`config.mk`:
```
export PLATFORM = sky130hd
export DESIGN_NAME = fsm_event_monitor
export DESIGN_NICKNAME = d
export VERILOG_FILES = /design/src/rtl/fsm_event_monitor.sv
export SDC_FILE = /design/constraint.sdc
export NUM_CORES = 1
export LEC_CHECK = 0
export BUFFER_PORTS_ARGS = -buffer_cell sky130_fd_sc_hd__buf_2
export CAP_MARGIN = 20
export CELL_PAD_IN_SITES_DETAIL_PLACEMENT = 0
export CELL_PAD_IN_SITES_GLOBAL_PLACEMENT = 1
export CORE_MARGIN = 2
export CORE_UTILIZATION = 30
export DETAILED_ROUTE_END_ITERATION = 6
export PLACE_DENSITY_LB_ADDON = 0.1
export SLEW_MARGIN = 20
export SYNTH_ARGS = -nofsm -noshare
export SYNTH_HDL_FRONTEND = slang
export SYNTH_SLANG_ARGS = --single-unit
```
`constraint.sdc`:
```
create_clock -name clk -period 3.9 [get_ports clk]
set_clock_uncertainty 0.05 [all_clocks]
set_input_delay 0.78 -clock clk [delete_from_list [all_inputs] [get_ports clk]]
set_output_delay 0.78 -clock clk [all_outputs]
set_load 0.005 [all_outputs]
```
`src/rtl/fsm_event_monitor.sv`:
```
// Event monitor for the sequence-detector output: counts rising edges of y_in and
// queues the cycle intervals between consecutive edges in a first-word-fall-through FIFO.
module fsm_event_monitor #(
    parameter int unsigned CNT_W = 16,
    parameter int unsigned DEPTH = 8,
    parameter int unsigned EVT_W = 16
) (
    input  logic                     clk,
    input  logic                     reset,
    input  logic                     y_in,
    input  logic                     clear,
    input  logic                     rd_en,
    output logic [CNT_W-1:0]         rd_data,
    output logic                     empty,
    output logic                     full,
    output logic [$clog2(DEPTH):0]   fifo_level,
    output logic [EVT_W-1:0]         event_count,
    output logic                     overflow,
    output logic                     timeout
);

    localparam int unsigned AW = $clog2(DEPTH);
    localparam int unsigned LW = AW + 1;

    localparam logic [CNT_W-1:0] GAP_MAX  = '1;
    localparam logic [CNT_W-1:0] GAP_ONE  = CNT_W'(1);
    localparam logic [AW-1:0]    PTR_ONE  = AW'(1);
    localparam logic [LW-1:0]    LVL_ONE  = LW'(1);
    localparam logic [LW-1:0]    LVL_FULL = LW'(DEPTH);
    localparam logic [EVT_W-1:0] EVT_ONE  = EVT_W'(1);

    typedef enum logic [1:0] {StIdle, StRun, StSat} state_e;

    state_e             state_q, state_d;
    logic               y_q;
    logic [CNT_W-1:0]   gap_q, gap_d, gap_inc;
    logic [AW-1:0]      wr_ptr_q, wr_ptr_d, rd_ptr_q, rd_ptr_d;
    logic [LW-1:0]      level_q, level_d;
    logic [EVT_W-1:0]   evt_q, evt_d;
    logic               ovf_q, ovf_d, tmo_q, tmo_d;
    logic [CNT_W-1:0]   mem [DEPTH];

    logic               rise, push, do_push, do_pop;
    logic [CNT_W-1:0]   push_val;

    assign rise    = y_in & ~y_q;
    assign gap_inc = gap_q + GAP_ONE;

    always_comb begin
        state_d  = state_q;
        gap_d    = gap_q;
        tmo_d    = tmo_q;
        push     = 1'b0;
        push_val = gap_q;
        unique case (state_q)
            StIdle: begin
                if (rise) begin
                    gap_d   = GAP_ONE;
                    state_d = StRun;
                end
            end
            StRun: begin
                if (rise) begin
                    push  = 1'b1;
                    gap_d = GAP_ONE;
                end else begin
                    gap_d = gap_inc;
                    if (gap_inc == GAP_MAX) begin
                        state_d = StSat;
                        tmo_d   = 1'b1;
                    end
                end
            end
            StSat: begin
                gap_d = GAP_MAX;
                if (rise) begin
                    push     = 1'b1;
                    push_val = GAP_MAX;
                    gap_d    = GAP_ONE;
                    state_d  = StRun;
                end
            end
            default: begin
                state_d = StIdle;
                gap_d   = '0;
            end
        endcase
    end

    // A pop frees the slot in the same cycle, so a push while full still lands.
    always_comb begin
        do_pop   = rd_en & ~empty;
        do_push  = push & (~full | do_pop);
        wr_ptr_d = do_push ? wr_ptr_q + PTR_ONE : wr_ptr_q;
        rd_ptr_d = do_pop ? rd_ptr_q + PTR_ONE : rd_ptr_q;
        level_d  = level_q;
        if (do_push && !do_pop) begin
            level_d = level_q + LVL_ONE;
        end else if (do_pop && !do_push) begin
            level_d = level_q - LVL_ONE;
        end
        ovf_d = ovf_q | (push & ~do_push);
        evt_d = rise ? evt_q + EVT_ONE : evt_q;
    end

    always_ff @(posedge clk) begin
        if (reset || clear) begin
            y_q      <= 1'b0;
            state_q  <= StIdle;
            gap_q    <= '0;
            wr_ptr_q <= '0;
            rd_ptr_q <= '0;
            level_q  <= '0;
            evt_q    <= '0;
            ovf_q    <= 1'b0;
            tmo_q    <= 1'b0;
        end else begin
            y_q      <= y_in;
            state_q  <= state_d;
            gap_q    <= gap_d;
            wr_ptr_q <= wr_ptr_d;
            rd_ptr_q <= rd_ptr_d;
            level_q  <= level_d;
            evt_q    <= evt_d;
            ovf_q    <= ovf_d;
            tmo_q    <= tmo_d;
        end
    end

    always_ff @(posedge clk) begin
        if (!reset && !clear && do_push) begin
            mem[wr_ptr_q] <= push_val;
        end
    end

    assign empty       = (level_q == '0);
    assign full        = (level_q == LVL_FULL);
    assign fifo_level  = level_q;
    assign rd_data     = empty ? '0 : mem[rd_ptr_q];
    assign event_count = evt_q;
    assign overflow    = ovf_q;
    assign timeout     = tmo_q;

endmodule
```
==> metrics <==
# Post-CTS Setup Buffers 0; WP data arrival 2.28 ns; Mapped Cells 571; TritonCTS clock tree done; die height 165 microns; aggregate global routing overflow 0; final count of hold timing violations 0; CTS Hold Buffers Added 0; Detailed Place HPWL 11100 microns; Syn Nets 590; status finished, final reports clean; Post-synth EDFFs 128; max-slew violation count 0; PostCTS Resize Cnt 0; Setup crit end kind primary output; GR met1 Demand/Resource 18.1%; Power Total 3.85 mW; Max Cap Viol 0; Syn Std Cell Area 7800 sq um; Die Wd 165 microns; total wire length 18100 microns; Static Leak 3.10 nW; Initial Utilization 30.3%; largest net degree at the start of global routing 43; period utilization 79.8%; Worst Path Max Fanout 32; ys flop type edfxtp_1; wire per inst 18.8 microns; initial antenna violation count 0; DRT Pass-1 Iters 4; vias in the first global route 5009; Clock Pin Slew Worst Setup and Hold Paths 0.07 ns; relative slew slack 40.3%; CTS H-tree depth 4; CP cell instances buf_4, mux4_2, mux2i_1, nor2_1, buf_2; Synth warnings 0; Synth async-reset ratio 0%; core footprint 25800 sq um; Post-Route Setup TNS 0 ns; 1st-iter DRT viols 329; mean area per synthesized cell 13.7 sq um; worst ir drop on vdd 0.202 mV; Hold Path Class reg -> reg; die area 27300 sq um; layer with the highest usage met2; Via-to-Cell Ratio 4.91; area growth from synthesis to layout 15.5%; root buffer cell clkbuf_16; cell row count 59; commonest cells after routing, fill and taps aside 128 x edfxtp_1, 60 x nor2_1, 49 x dfxtp_1, 44 x buf_2, 32 x mux4_2; Distinct cells, synth 62; routed via count 4733; Total GRT Usage 14.2%; Max Fclk 0.321 GHz; Ports 45; commonest non-fill, non-tap cell in the layout edfxtp_1; setup repair after global routing missed its margin false; TritonCTS buffer count 17; routability cong. 0.768; WS Path Type reg -> out; sequential fraction of the synthesis area 62.1%; Post-DRT Antenna Nets 0; final worst path period need 3.11 ns; met2 Resource Use GR 24.5%; worst path required time 3.07 ns; nets 634; met3 usage 3.05%; ant diodes 0; Final setup viols 0; Buffers on Ports 44; Worst Tran Pin Value 0.895 ns; TritonCTS Sinks 178; clk_lat worst skew 0.42 ns; Slowest-stage cell, CP mux4_2; flops & latches, synth 178; Worst path max stage delay 0.60 ns; share of layout cells above drive strength 1 21.3%; Power Density 427 nW/um^2; first-pass GRT wire length 28800 microns; Startpoint Class register; clock buffer depth 2; DRC viols 0
## sequential cells by signal (all words and copies together) (netlist names), 2 cells and up, named ones only
name and flops:
fifo_level 4, mem 128, event_count 16, gap_q 16, rd_ptr_q 3, wr_ptr_q 3, state_q 2
## synth_stat cells (4+ instances only)
cell type / instances / area share (%)
or3_1: 4 / 0.32
nand2_1: 29 / 1.4
clkbuf_1: 19 / 0.91
nor2b_1: 5 / 0.40
a22oi_1: 5 / 0.48
nand4_1: 9 / 0.72
nand3_1: 10 / 0.64
buf_2: 8 / 0.51
o21ai_1: 4 / 0.26
nand2b_1: 21 / 1.7
xor2_1: 12 / 1.3
a21oi_1: 22 / 1.4
nor3_1: 9 / 0.58
edfxtp_1: 128 / 49
ha_1: 13 / 2.1
and2_1: 4 / 0.32
mux4_2: 32 / 9.2
nor4_1: 8 / 0.64
dfxtp_1: 50 / 13
xnor2_1: 10 / 1.1
inv_1: 7 / 0.34
nor2_1: 60 / 2.9
mux2i_1: 19 / 2.4
o21ai_0: 30 / 1.9
## cell families (layout without fill, tap and decap cells)
family	after synthesis	in the layout	synth area share (%)
buffers and inverters	40	97	2.39
XOR/XNOR	22	22	2.47
flip-flops	178	178	62.1
AND/OR/NAND/NOR	183	183	12.6
AO/OA/AOI/OAI	83	83	6.42
adder cells (fa/ha/maj)	14	14	2.34
multiplexers	51	51	11.7
## per-stage QoR
step / utilization [%] / hold WS, ns / worst slack, ns / cells / area (sq um)
2_1_floorplan: - / 0.392 / 0.655 / 571 / 7800
3_3_place_gp: 32.6 / 0.391 / 0.905 / 931 / 8410
3_5_place_dp: 32.6 / 0.395 / 0.845 / 931 / 8410
4_1_cts: 35.0 / 0.413 / 0.673 / 963 / 9010
5_1_grt: 35.0 / 0.461 / 0.569 / 963 / 9010
6_report: 35.0 / 0.420 / 0.787 / 963 / 9010
## power breakdown
| group | internal (mW) | switching, mW |
|---|---|---|
| combinational | 0.0492 | 0.0825 |
| sequential | 2.01 | 0.00750 |
| clock | 0.872 | 0.830 |
## worst max-delay path, delay by kind of cell, from the launching register on
kind	cells	cell delay [ns]
flops	1	0.31
simple gates	1	0.07
buf+inv	2	0.69
mux	2	0.77
## cell type report
cell class	count	area, sq um
clock buffers	17	425
clock inverters	15	180
fillers	2545	16800
inverters	7	26.3
multi-input cells	353	2790
flip-flops and latches	178	4850
well taps	335	419
repair buffers	58	325
## metal layers
layer  vias to the layer above  wire [microns]
li1                       2269               -
met1                      2386            8150
met2                        70            9160
met3                         8             609
met4                         0             144
met5                         -               0
## path summary, 6_finish.rpt
kind                 start       endpoint  slack (ns)  cells after the start
max               register     rd_data[3]        0.79                      5
min                timeout        timeout        0.42                      2
max reg2reg  fifo_level[0]  fifo_level[3]        0.90                     10
min reg2reg        timeout        timeout        0.42                      2
Note: power is estimated with default switching activity, not from simulation.
